**src/rtl/decode_stage_if.sv**
```systemverilog
// Fetch, register-file read, writeback and execute channels seen by decode_stage.
// The slave modport is the decode stage's view; master is the surrounding pipeline's view.
interface decode_stage_if #(
  parameter int unsigned XLEN = 32
);
  logic            in_valid;
  logic            in_ready;
  logic [XLEN-1:0] in_instr;
  logic [XLEN-1:0] in_pc;

  logic [4:0]      rf_reg_num_1;
  logic [4:0]      rf_reg_num_2;
  logic [XLEN-1:0] rf_rs_1;
  logic [XLEN-1:0] rf_rs_2;

  logic            wb_valid;
  logic [4:0]      wb_reg_num;
  logic [XLEN-1:0] wb_val;

  logic            flush;

  logic            out_valid;
  logic            out_ready;
  logic [XLEN-1:0] out_pc;
  logic [XLEN-1:0] out_op_a;
  logic [XLEN-1:0] out_op_b;
  logic [XLEN-1:0] out_imm;
  logic [4:0]      out_rd;
  logic [6:0]      out_opcode;
  logic [2:0]      out_funct3;
  logic            out_funct7_b5;
  logic            out_writes_rd;
  logic            out_illegal;

  modport slave (
    input  in_valid, in_instr, in_pc, rf_rs_1, rf_rs_2,
           wb_valid, wb_reg_num, wb_val, flush, out_ready,
    output in_ready, rf_reg_num_1, rf_reg_num_2,
           out_valid, out_pc, out_op_a, out_op_b, out_imm, out_rd,
           out_opcode, out_funct3, out_funct7_b5, out_writes_rd, out_illegal
  );

  modport master (
    output in_valid, in_instr, in_pc, rf_rs_1, rf_rs_2,
           wb_valid, wb_reg_num, wb_val, flush, out_ready,
    input  in_ready, rf_reg_num_1, rf_reg_num_2,
           out_valid, out_pc, out_op_a, out_op_b, out_imm, out_rd,
           out_opcode, out_funct3, out_funct7_b5, out_writes_rd, out_illegal
  );
endinterface

```
**src/rtl/decode_stage.sv**
```systemverilog
// RV32I decode stage: field/immediate extraction, busy scoreboard with RAW/WAW stall,
// writeback bypass, and a registered operand bundle toward execute.
module decode_stage #(
  parameter int unsigned XLEN      = 32,
  parameter int unsigned REG_COUNT = 32
) (
  input logic           clk,
  input logic           rst,
  decode_stage_if.slave bus
);
  typedef enum logic [6:0] {
    OP_LUI    = 7'b0110111,
    OP_AUIPC  = 7'b0010111,
    OP_JAL    = 7'b1101111,
    OP_JALR   = 7'b1100111,
    OP_BRANCH = 7'b1100011,
    OP_LOAD   = 7'b0000011,
    OP_STORE  = 7'b0100011,
    OP_IMM    = 7'b0010011,
    OP_OP     = 7'b0110011,
    OP_FENCE  = 7'b0001111,
    OP_SYSTEM = 7'b1110011
  } opcode_e;

  logic [XLEN-1:0]      instr;
  logic [6:0]           opcode;
  logic [4:0]           rs1, rs2, rd;
  logic                 uses_rs1, uses_rs2, writes_any, writes_rd, illegal;
  logic [XLEN-1:0]      imm, op_a, op_b;
  logic                 bypass1, bypass2, wb_hits_rd, hazard;
  logic                 ready, accept, drop_held;
  logic [REG_COUNT-1:0] busy, busy_nxt;

  assign instr  = bus.in_instr;
  assign opcode = instr[6:0];
  assign rd     = instr[11:7];
  assign rs1    = instr[19:15];
  assign rs2    = instr[24:20];

  assign bus.rf_reg_num_1 = rs1;
  assign bus.rf_reg_num_2 = rs2;

  always_comb begin
    uses_rs1   = 1'b0;
    uses_rs2   = 1'b0;
    writes_any = 1'b0;
    illegal    = 1'b0;
    imm        = '0;
    case (opcode)
      OP_LUI, OP_AUIPC: begin
        writes_any = 1'b1;
        imm        = {instr[31:12], 12'b0};
      end
      OP_JAL: begin
        writes_any = 1'b1;
        imm        = {{12{instr[31]}}, instr[19:12], instr[20], instr[30:21], 1'b0};
      end
      OP_JALR, OP_LOAD, OP_IMM, OP_SYSTEM: begin
        uses_rs1   = 1'b1;
        writes_any = 1'b1;
        imm        = {{20{instr[31]}}, instr[31:20]};
      end
      OP_FENCE: begin
        uses_rs1   = 1'b1;
        writes_any = 1'b1;
      end
      OP_STORE: begin
        uses_rs1 = 1'b1;
        uses_rs2 = 1'b1;
        imm      = {{20{instr[31]}}, instr[31:25], instr[11:7]};
      end
      OP_BRANCH: begin
        uses_rs1 = 1'b1;
        uses_rs2 = 1'b1;
        imm      = {{20{instr[31]}}, instr[7], instr[30:25], instr[11:8], 1'b0};
      end
      OP_OP: begin
        uses_rs1   = 1'b1;
        uses_rs2   = 1'b1;
        writes_any = 1'b1;
      end
      default: illegal = 1'b1;
    endcase
    writes_rd = writes_any && (rd != 5'd0);
  end

  assign bypass1    = bus.wb_valid && (bus.wb_reg_num == rs1) && (rs1 != 5'd0);
  assign bypass2    = bus.wb_valid && (bus.wb_reg_num == rs2) && (rs2 != 5'd0);
  assign wb_hits_rd = bus.wb_valid && (bus.wb_reg_num == rd);

  always_comb begin
    op_a = '0;
    op_b = '0;
    if (uses_rs1 && rs1 != 5'd0) op_a = bypass1 ? bus.wb_val : bus.rf_rs_1;
    if (uses_rs2 && rs2 != 5'd0) op_b = bypass2 ? bus.wb_val : bus.rf_rs_2;
  end

  assign hazard = (uses_rs1 && busy[rs1] && !bypass1) ||
                  (uses_rs2 && busy[rs2] && !bypass2) ||
                  (writes_rd && busy[rd] && !wb_hits_rd);

  assign ready        = !rst && !bus.flush && !hazard && (!bus.out_valid || bus.out_ready);
  assign bus.in_ready = ready;
  assign accept       = bus.in_valid && ready;
  assign drop_held    = bus.flush && bus.out_valid && !bus.out_ready && bus.out_writes_rd;

  // Order matters: a new set for the same index must override a clear from an older write.
  always_comb begin
    busy_nxt = busy;
    if (bus.wb_valid && bus.wb_reg_num != 5'd0) busy_nxt[bus.wb_reg_num] = 1'b0;
    if (drop_held)                              busy_nxt[bus.out_rd]     = 1'b0;
    if (accept && writes_rd)                    busy_nxt[rd]             = 1'b1;
  end

  always_ff @(posedge clk or posedge rst) begin
    if (rst) busy <= '0;
    else     busy <= busy_nxt;
  end

  always_ff @(posedge clk or posedge rst) begin
    if (rst) begin
      bus.out_valid     <= 1'b0;
      bus.out_pc        <= '0;
      bus.out_op_a      <= '0;
      bus.out_op_b      <= '0;
      bus.out_imm       <= '0;
      bus.out_rd        <= '0;
      bus.out_opcode    <= '0;
      bus.out_funct3    <= '0;
      bus.out_funct7_b5 <= 1'b0;
      bus.out_writes_rd <= 1'b0;
      bus.out_illegal   <= 1'b0;
    end else if (bus.flush) begin
      bus.out_valid <= 1'b0;
    end else if (accept) begin
      bus.out_valid     <= 1'b1;
      bus.out_pc        <= bus.in_pc;
      bus.out_op_a      <= op_a;
      bus.out_op_b      <= op_b;
      bus.out_imm       <= imm;
      bus.out_rd        <= rd;
      bus.out_opcode    <= opcode;
      bus.out_funct3    <= instr[14:12];
      bus.out_funct7_b5 <= instr[30];
      bus.out_writes_rd <= writes_rd;
      bus.out_illegal   <= illegal;
    end else if (bus.out_ready) begin
      bus.out_valid <= 1'b0;
    end
  end
endmodule

```
**src/flat_wrapper.sv**
```systemverilog
// flat-port wrapper written by rule: the top's interface ports become plain ports
module decode_stage_flat 
#(
  parameter int unsigned XLEN      = 32,
  parameter int unsigned REG_COUNT = 32
)
  (clk, rst, bus_in_valid, bus_in_instr, bus_in_pc, bus_rf_rs_1, bus_rf_rs_2, bus_wb_valid, bus_wb_reg_num, bus_wb_val, bus_flush, bus_out_ready, bus_in_ready, bus_rf_reg_num_1, bus_rf_reg_num_2, bus_out_valid, bus_out_pc, bus_out_op_a, bus_out_op_b, bus_out_imm, bus_out_rd, bus_out_opcode, bus_out_funct3, bus_out_funct7_b5, bus_out_writes_rd, bus_out_illegal);
  decode_stage_if #(.XLEN(XLEN)) bus_i ();
  input logic clk;
  input logic rst;
  input wire logic [$bits(bus_i.in_valid)-1:0] bus_in_valid;
  input wire logic [$bits(bus_i.in_instr)-1:0] bus_in_instr;
  input wire logic [$bits(bus_i.in_pc)-1:0] bus_in_pc;
  input wire logic [$bits(bus_i.rf_rs_1)-1:0] bus_rf_rs_1;
  input wire logic [$bits(bus_i.rf_rs_2)-1:0] bus_rf_rs_2;
  input wire logic [$bits(bus_i.wb_valid)-1:0] bus_wb_valid;
  input wire logic [$bits(bus_i.wb_reg_num)-1:0] bus_wb_reg_num;
  input wire logic [$bits(bus_i.wb_val)-1:0] bus_wb_val;
  input wire logic [$bits(bus_i.flush)-1:0] bus_flush;
  input wire logic [$bits(bus_i.out_ready)-1:0] bus_out_ready;
  output wire logic [$bits(bus_i.in_ready)-1:0] bus_in_ready;
  output wire logic [$bits(bus_i.rf_reg_num_1)-1:0] bus_rf_reg_num_1;
  output wire logic [$bits(bus_i.rf_reg_num_2)-1:0] bus_rf_reg_num_2;
  output wire logic [$bits(bus_i.out_valid)-1:0] bus_out_valid;
  output wire logic [$bits(bus_i.out_pc)-1:0] bus_out_pc;
  output wire logic [$bits(bus_i.out_op_a)-1:0] bus_out_op_a;
  output wire logic [$bits(bus_i.out_op_b)-1:0] bus_out_op_b;
  output wire logic [$bits(bus_i.out_imm)-1:0] bus_out_imm;
  output wire logic [$bits(bus_i.out_rd)-1:0] bus_out_rd;
  output wire logic [$bits(bus_i.out_opcode)-1:0] bus_out_opcode;
  output wire logic [$bits(bus_i.out_funct3)-1:0] bus_out_funct3;
  output wire logic [$bits(bus_i.out_funct7_b5)-1:0] bus_out_funct7_b5;
  output wire logic [$bits(bus_i.out_writes_rd)-1:0] bus_out_writes_rd;
  output wire logic [$bits(bus_i.out_illegal)-1:0] bus_out_illegal;
  assign bus_i.in_valid = bus_in_valid;
  assign bus_i.in_instr = bus_in_instr;
  assign bus_i.in_pc = bus_in_pc;
  assign bus_i.rf_rs_1 = bus_rf_rs_1;
  assign bus_i.rf_rs_2 = bus_rf_rs_2;
  assign bus_i.wb_valid = bus_wb_valid;
  assign bus_i.wb_reg_num = bus_wb_reg_num;
  assign bus_i.wb_val = bus_wb_val;
  assign bus_i.flush = bus_flush;
  assign bus_i.out_ready = bus_out_ready;
  assign bus_in_ready = bus_i.in_ready;
  assign bus_rf_reg_num_1 = bus_i.rf_reg_num_1;
  assign bus_rf_reg_num_2 = bus_i.rf_reg_num_2;
  assign bus_out_valid = bus_i.out_valid;
  assign bus_out_pc = bus_i.out_pc;
  assign bus_out_op_a = bus_i.out_op_a;
  assign bus_out_op_b = bus_i.out_op_b;
  assign bus_out_imm = bus_i.out_imm;
  assign bus_out_rd = bus_i.out_rd;
  assign bus_out_opcode = bus_i.out_opcode;
  assign bus_out_funct3 = bus_i.out_funct3;
  assign bus_out_funct7_b5 = bus_i.out_funct7_b5;
  assign bus_out_writes_rd = bus_i.out_writes_rd;
  assign bus_out_illegal = bus_i.out_illegal;
  decode_stage #(.XLEN(XLEN), .REG_COUNT(REG_COUNT)) u_core (.clk(clk), .rst(rst), .bus(bus_i));
endmodule
```
**config.mk**
```make
export PLATFORM = sky130hd
export DESIGN_NAME = decode_stage_flat
export DESIGN_NICKNAME = d
export VERILOG_FILES = /design/src/rtl/decode_stage_if.sv /design/src/rtl/decode_stage.sv /design/src/flat_wrapper.sv
export SDC_FILE = /design/constraint.sdc
export NUM_CORES = 1
export LEC_CHECK = 0
export ABC_CLOCK_PERIOD_IN_PS = 12900
export BUFFER_PORTS_ARGS = -buffer_cell sky130_fd_sc_hd__buf_2
export CAP_MARGIN = 20
export CORE_MARGIN = 5
export CORE_UTILIZATION = 30
export CTS_CLUSTER_SIZE = 20
export DETAILED_ROUTE_END_ITERATION = 10
export GPL_ROUTABILITY_DRIVEN = 0
export GPL_TIMING_DRIVEN = 1
export PLACE_DENSITY = 0.5
export SYNTH_ARGS = -nofsm -noshare
export SYNTH_HDL_FRONTEND = slang
export SYNTH_SLANG_ARGS = --single-unit
```
**constraint.sdc**
```tcl
create_clock -name clk -period 12.9 [get_ports clk]
set_input_delay 1.935 -clock clk [delete_from_list [all_inputs] [get_ports clk]]
set_output_delay 1.935 -clock clk [all_outputs]
set_load 0.01 [all_outputs]
```
After elaboration in Yosys (flattened, before gate mapping) --
Cells that the tools add are included.
Cells by class: bitwise logic cells 6, mux-type cells 27, reductions and logical operators 49, order comparisons 8, equality and inequality tests 14
Operators by type and width (count):
- 2-to-1 mux 32 bit | 7
- case mux 32 bit (5 select lines) | 1
- bitwise AND 32 bit | 2
- NOT 32 bit | 2
- bitwise OR 32 bit | 1
- < comparator 5 x 6 -> 1 bit, second input constant | 5
- == test 7 bit, second input constant | 4
- logical AND 1 bit | 26
- == test 7 x 6 -> 1 bit, second input constant | 3
- nonzero test 5 bit | 4
- binary-select mux 1 bit (select 5 bit) | 3
- demux 1 bit (select 5 bit) | 3
- == test 5 bit | 3
- greater-or-equal comparator 5 x 1 -> 1 bit, second input constant | 3
- == test 7 x 5 -> 1 bit, second input constant | 2
- 2-to-1 mux 1 bit | 13
- OR reduction 11 bit | 1
- OR reduction 9 bit | 1
- logical NOT 1 bit | 8
- OR reduction 8 bit | 1
- == test 7 x 2 -> 1 bit, second input constant | 1
- == test 7 x 4 -> 1 bit, second input constant | 1
- OR reduction 4 bit | 1
- logical OR 1 bit | 3
- other kinds (5) | 5
Word-level totals: word-level logic and storage cells 116, bits in registers 179

Longest topological paths before layout --
Gate-level depths: netlist of the first run.
word-level depth 13, mapped depth 11, gate-level depth less buffers 7

Worst setup path after synthesis of the first run --
No wires, ideal clock.
kind input to output, from in bus_in_instr[20], to out bus_in_ready, stages 7, arrival 3537 ps, required time 10965 ps, slack 7428 ps, path through buf_4 -> buf_6 -> mux4_2 -> mux2i_1 -> mux4_2 -> o31a_2 -> and3_1
On the way: longest elaborated chain between the ends 10
RTL lines:
- start: declaration | RTL line flat_wrapper.sv:12 | input wire logic [$bits(bus_i.in_instr)-1:0] bus_in_instr;
- parallel branches: the longest is 4 deep, another holds binary-select mux 1 bit (select 5 bit)
- logical AND 1 bit (*) | RTL line decode_stage.sv:99 | (uses_rs2 && busy[rs2] && !bypass2) ||
- logical OR 1 bit (*) | RTL line decode_stage.sv:98 | assign hazard = (uses_rs1 && busy[rs1] && !bypass1) ||
- logical OR 1 bit (*) | RTL line decode_stage.sv:99
- logical NOT 1 bit (*) | RTL line decode_stage.sv:102 | assign ready = !rst && !bus.flush && !hazard && (!bus.out_valid || bus.out_ready);
- logical AND 1 bit (*) (2 in series) | RTL line decode_stage.sv:102
- end: declaration | RTL line flat_wrapper.sv:21 | output wire logic [$bits(bus_i.in_ready)-1:0] bus_in_ready;
Every way passes the cells marked *. The select of a mux whose other input is x is not followed.

Final worst setup path of the first run --
from in bus_in_instr[8], to out bus_in_ready
On the way: longest elaborated chain between the ends 8
RTL lines:
- binary-select mux 1 bit (select 5 bit), or another cell as far along | RTL line decode_stage.sv:100 | (writes_rd && busy[rd] && !wb_hits_rd);
- 2-to-1 mux 1 bit (implied by the code), or another cell as far along | RTL line decode_stage.sv:100
- logical AND 1 bit / logical NOT 1 bit (equally long branches) | RTL line decode_stage.sv:100
- logical AND 1 bit (*) | RTL line decode_stage.sv:100
- logical OR 1 bit (*) | RTL line decode_stage.sv:99
- logical NOT 1 bit (*) | RTL line decode_stage.sv:102
- logical AND 1 bit (*) (2 in series) | RTL line decode_stage.sv:102
Every way passes the cells marked *; elsewhere a longest branch is shown, timed or not. The select of a mux whose other input is x is not followed.

==> results of run 1 <==
registers in the layout, indices dropped and copies added (netlist names):
register / count
u_core.bus.out_funct3: 3
u_core.bus.out_imm: 32
u_core.bus.out_funct7_b5: 1
u_core.bus.out_op_a: 32
u_core.bus.out_writes_rd: 1
u_core.bus.out_rd: 5
u_core.busy: 32
u_core.bus.out_pc: 32
u_core.bus.out_op_b: 32
u_core.bus.out_valid: 1
u_core.bus.out_illegal: 1
u_core.bus.out_opcode: 7
metal layers:
layer / vias to the layer above / GRT usage (%) / routed length [um]
met5: - / 0 / 0
met4: 0 / 5.21 / 775
met3: 51 / 4.58 / 2680
met1: 4136 / 24.2 / 15600
li1: 3705 / - / -
met2: 404 / 28.6 / 16800
worst paths after layout:
check / slack (ns) / to / startpoint
max in group asynchronous: 9.91 / u_core.bus.out_op_b[11] / rst
worst max-delay path: 6.66 / bus_in_ready / bus_in_instr[8]
min in group asynchronous: 1.64 / u_core.busy[11] / rst
worst min-delay path: 0.50 / u_core.bus.out_op_b[13] / u_core.bus.out_op_b[13]
worst max register to register: 8.82 / u_core.bus.out_op_b[21] / u_core.busy[4]
worst min register to register: 0.50 / u_core.bus.out_op_b[13] / u_core.bus.out_op_b[13]
cells by family (layout without fill, tap and decap cells):
| family | after synthesis | after routing | share of synthesized area (%) |
|---|---|---|---|
| AO/OA/AOI/OAI | 127 | 127 | 11.4 |
| XOR/XNOR | 15 | 15 | 1.26 |
| buffers and inverters | 117 | 402 | 6.80 |
| flip-flops | 179 | 179 | 42.8 |
| multiplexers | 244 | 244 | 29.1 |
| other | 0 | 1 | 0 |
| AND/OR/NAND/NOR | 183 | 183 | 8.67 |
final cells by class:
| cell class | count | area share (%) |
|---|---|---|
| Sequential cell | 179 | 34.9 |
| Timing Repair Buffer | 337 | 13.4 |
| Inverter | 33 | 1.02 |
| Multi-Input combinational cell | 569 | 41.4 |
| Clock inverter | 14 | 1.45 |
| Antenna cell | 1 | 0.0195 |
| Tap cell | 455 | 4.43 |
| Clock buffer | 18 | 3.42 |
where the power goes:
group	leakage (nW)	internal, mW	switching [mW]
sequential	2.38	0.607	0.0308
combinational	3.94	0.130	0.154
clock	0.300	0.300	0.256
total	6.62	1.04	0.441
stage by stage:
step	setup slack (ns)	instance area [um^2]	power [mW]	std cells	hold WS (ns)
after floorplan	6.11	10500	0.816	865	0.488
after global placement	6.28	12200	0.934	1572	0.482
after detailed placement	6.27	12200	0.936	1572	0.487
after CTS	6.28	12800	1.50	1604	0.503
after global routing	6.59	12800	1.55	1606	0.509
final	6.66	12800	1.48	1606	0.498
layout by cell type, fill, tap and decap left out, types with 4 or more instances in the layout:
master,synthesis,final
a21oi_1,28,28
a22o_1,4,4
buf_2,20,328
buf_4,18,8
clkbuf_16,0,17
dfrtp_1,179,179
inv_1,33,32
inv_6,0,4
mux2_2,64,64
mux2_4,61,61
mux2i_1,101,101
mux4_2,17,17
nand2_1,24,24
nand2b_1,6,6
nand3_1,16,16
nand3b_1,12,12
nand4_1,4,4
nor2_1,86,86
nor2b_1,7,7
o21ai_0,7,7
o221ai_1,32,32
o41ai_2,31,31
or2_2,4,4
or3_1,5,5
or3b_2,4,4
xnor2_1,7,7
xor2_1,8,8
==> impl_metrics.yaml, run 1 <==
place:
  port_buffers: 328
  hpwlAfterDp_mm: 26.0
global_routing:
  grt_overflow: 0
  grt_pass1_wl_mm: 53.8
  grt_pass1_vias: 8359
  antenna_found_initial: 2
  globalRouteTotalUtil_pct: 17.9
  grt_max_degree: 123
clocking:
  cts_buffers: 17
  clkSinkCount: 179
  tritoncts: "done"
  root_buffer: "clkbuf_16"
  clock_latency_ns: 0.45
  cts_setup_buffers: 0
  ctsLongestPathBuffers: 2
  ctsResizeCount: 0
  htreeDepth: 4
  path_clk_slew_ns: 0.07
  cts_hold_buf: 0
die:
  core_area_mm2: 0.0345
  die_area_mm2: 0.0387
  ios: 329
  fp.dieW_um: 197
  fp.dieH_um: 197
  rows: 68
  start_util_pct: 30.4
timing:
  tns_ns: 0
  rsz0062_at_grt: "no"
  hold_violations: 0
  period_share_pct: 48.3
  timing.fmax_ghz: 0.160
  max_slew_margin_pct: 29.2
  worst_slew_pin_slew_ns: 1.06
  setup_viol: 0
  min_period_ns: 6.24
  slew_violations: 0
  fin_worst_skew_ns: 0.0144
synth:
  syn-cell-area_mm2: 0.0105
  synth_most_common_cell: "dfrtp_1"
  syn_area_per_cell_um2: 12.1
  synth_cell_types: 56
  synth_edf_count: 0
  ys_ff_latch: 179
  synth.area.top_cells: "dfrtp_1 43%, mux2i_1 9.7%, mux2_4 8.8%, mux2_2 6.9%, o41ai_2 4.8%"
  synth_largest_area_cell: "dfrtp_1"
  ys_warn_count: 0
  seq_area_frac_synth_pct: 42.8
  postSynthCellCount: 865
  async_flop_share_pct: 100
  synth_nets: 1036
  synthFlopType: "dfrtp_1"
  ys_top_cells_by_count: "179 x dfrtp_1, 101 x mux2i_1, 86 x nor2_1"
  synth_top_area_share_pct: 42.8
critical_path:
  critPathMaxStageDelay_ns: 0.60
  critPathBufInv: 3
  slowest_stage: "or4_1"
  end_kind: "output port"
  cp_cell_sequence: "buf_2 > or2_2 > o2111ai_4 > buf_4 > or4_1 > and3_1 > buf_2"
  worstSetupStartpointType: "input pin"
  cp.required_ns: 10.97
  cp_common_cell: "buf_2"
  cp.arrival_ns: 4.30
  cp_top_family: "simple AND/OR/NAND/NOR gates"
  critPathKind: "in2out"
  cp_max_fo: 33
  r2r_cells: 9
  crit_cells: 7
drt:
  drt_iter0_drc: 549
  ant_nets: 0
  routedWlPerCell_um: 22.3
  dr.pass1.iters: 5
  drc: 0
  viasPerCell: 5.17
  wirelength_mm: 35.8
  vias: 8296
worst_hold_path:
  hold_depth: 1
  hp-class: "reg2reg"
run_status:
  status: "completed"
layout:
  fill_cells: 3482
  area_delta_synth_final_pct: 22.7
  seq_area_mm2: 0.00448
  utilization_pct: 37.3
  layout-drive-gt1-share_pct: 48.6
  nNetsFinal: 1308
  multi_input_area_mm2: 0.00531
pwr:
  ir_drop_mv: 0.0947
  p_leak_nw: 6.62
  p_per_area_mw_per_mm2: 115
flow_run:
  cap_violations: 0
(Power assumes the default switching activity.)
==> run 2, diff against run 1 <==
--- a/config.mk
+++ b/config.mk
@@ -5,7 +5,7 @@
 export SDC_FILE = /design/constraint.sdc
 export NUM_CORES = 1
 export LEC_CHECK = 0
-export ABC_CLOCK_PERIOD_IN_PS = 12900
+export ABC_CLOCK_PERIOD_IN_PS = 5200
 export BUFFER_PORTS_ARGS = -buffer_cell sky130_fd_sc_hd__buf_2
 export CAP_MARGIN = 20
 export CORE_MARGIN = 5
@@ -14,7 +14,7 @@
 export DETAILED_ROUTE_END_ITERATION = 10
 export GPL_ROUTABILITY_DRIVEN = 0
 export GPL_TIMING_DRIVEN = 1
-export PLACE_DENSITY = 0.5
+export PLACE_DENSITY = 0.52
 export SYNTH_ARGS = -nofsm -noshare
 export SYNTH_HDL_FRONTEND = slang
 export SYNTH_SLANG_ARGS = --single-unit
==> constraint.sdc (replaced) <==
create_clock -name clk -period 5.2 [get_ports clk]
set_input_delay 0.78 -clock clk [delete_from_list [all_inputs] [get_ports clk]]
set_output_delay 0.78 -clock clk [all_outputs]
set_load 0.01 [all_outputs]
==> run 2 against run 1 <==
Compared with the run above: utilization up 0.31 points; critical endpoint unchanged; sequential power rose to 2.5 times the previous value; total power grew 150%; combinational power up 150%.
==> impl_metrics.yaml, run 2 (synthesized netlist as in run 1, its figures left out) <==
clocking:
  ctsLongestPathBuffers: 2
  path_clk_slew_ns: 0.07
  cts_setup_buffers: 0
  clkSinkCount: 179
  cts_buffers: 17
  ctsResizeCount: 0
  cts_hold_buf: 0
  htreeDepth: 4
  tritoncts: "done"
  clock_latency_ns: 0.46
  root_buffer: "clkbuf_16"
drt:
  drc: 0
  vias: 8267
  routedWlPerCell_um: 22.6
  drt_iter0_drc: 642
  viasPerCell: 5.13
  wirelength_mm: 36.4
  ant_nets: 0
  dr.pass1.iters: 5
critical_path:
  r2r_slack_ns: 2.13
  cp.arrival_ns: 2.95
  cp.required_ns: 4.42
  end_kind: "output port"
  worstReg2RegEnd: "u_core.bus.out_pc[23]"
  r2r_cells: 8
  critPathKind: "in2out"
  crit_path_end: "bus_in_ready"
  cp_max_fo: 12
  crit_start: "bus_in_instr[10]"
  reg2reg_from: "u_core.busy[20]"
  worstSetupStartpointType: "input pin"
die:
  ios: 329
  rows: 68
  die_area_mm2: 0.0387
  start_util_pct: 30.4
  core_area_mm2: 0.0345
  fp.dieH_um: 197
  fp.dieW_um: 197
timing:
  worst_slew_pin_slew_ns: 0.899
  slew_violations: 0
  timing.fmax_ghz: 0.268
  period_share_pct: 71.8
  setup_viol: 0
  rsz0062_at_grt: "no"
  tns_ns: 0
  fin_worst_skew_ns: 0.0202
  final.setup.worst_slack_ns: 1.47
  max_slew_margin_pct: 39.6
  min_period_ns: 3.73
  worst_hold_slack_ns: 0.458
  hold_violations: 0
global_routing:
  grt_pass1_wl_mm: 54.6
  grt_pass1_vias: 8459
  globalRouteTotalUtil_pct: 18.3
  grt_overflow: 0
  grt_max_degree: 125
  antenna_found_initial: 4
flow_run:
  cap_violations: 0
layout:
  stdcell_count: 1612
  nNetsFinal: 1315
  layout-drive-gt1-share_pct: 48.9
  fill_cells: 3413
  mostFrequentLayoutCells: "328 x buf_2, 179 x dfrtp_1, 101 x mux2i_1"
  final_common_cell: "buf_2"
  area_delta_synth_final_pct: 23.7
place:
  dp_cells: 1580
  pre_cts_slack_ns: 1.10
  port_buffers: 328
  hpwlAfterDp_mm: 26.9
worst_hold_path:
  hp-class: "in2async"
pwr:
  p_leak_nw: 6.67
  p_per_area_mw_per_mm2: 285
  ir_drop_mv: 0.238
run_status:
  status: "completed"
[run 2: worst max-delay path, cell delays in order]
cell	delay [ns]
buf_2	0.26
nand3b_1	0.36
a2111oi_0	0.17
a31oi_1	0.25
o211ai_1	0.14
or4_1	0.60
and3_1	0.24
buf_2	0.15
[run 2: worst min-delay path by stage]
stage	endpoint	slack [ns]	cells after the start
final	u_core.bus.out_valid	0.46	3
after global routing	u_core.bus.out_op_b[13]	0.50	1
after CTS	u_core.bus.out_op_b[13]	0.50	1
after detailed placement	u_core.bus.out_pc[7]	0.49	1
after global placement	u_core.bus.out_op_b[7]	0.48	1
after floorplan	u_core.busy[0]	0.49	1
[run 2: cell type report]
| cell class | instances | area, um^2 | area share, % |
|---|---|---|---|
| well taps | 455 | 569 | 4.40 |
| flip-flops and latches | 179 | 4480 | 34.6 |
| repair buffers | 344 | 1840 | 14.2 |
| inverters | 33 | 128 | 0.986 |
| clock inverters | 14 | 195 | 1.51 |
| multi-input cells | 569 | 5310 | 41.0 |
| diodes | 1 | 2.50 | 0.0193 |
| clock buffers | 17 | 425 | 3.29 |
[run 2: metal layers]
| layer | up-vias | wire length, um | share of wire [%] | global-route usage (%) |
|---|---|---|---|---|
| li1 | 3728 | - | - | - |
| met1 | 4109 | 15400 | 42 | 23.8 |
| met2 | 374 | 17600 | 48 | 30.4 |
| met3 | 54 | 2670 | 7.3 | 4.09 |
| met4 | 2 | 771 | 2.1 | 5.65 |
| met5 | - | 13 | 0.036 | 0 |
[run 2: power by group]
| group | switching [mW] | internal [mW] | total [mW] |
|---|---|---|---|
| sequential | 0.0891 | 1.51 | 1.60 |
| combinational | 0.379 | 0.327 | 0.707 |
| clock | 0.618 | 0.772 | 1.39 |
[run 2: stage by stage]
step	cell area (um^2)	power [mW]	utilization, %
CTS	12900	3.75	37.6
global route	12900	3.86	37.6
finish	12900	3.69	37.6
detailed placement	12300	2.34	35.8
global placement	12300	2.33	35.8
floorplan	10500	2.03	-
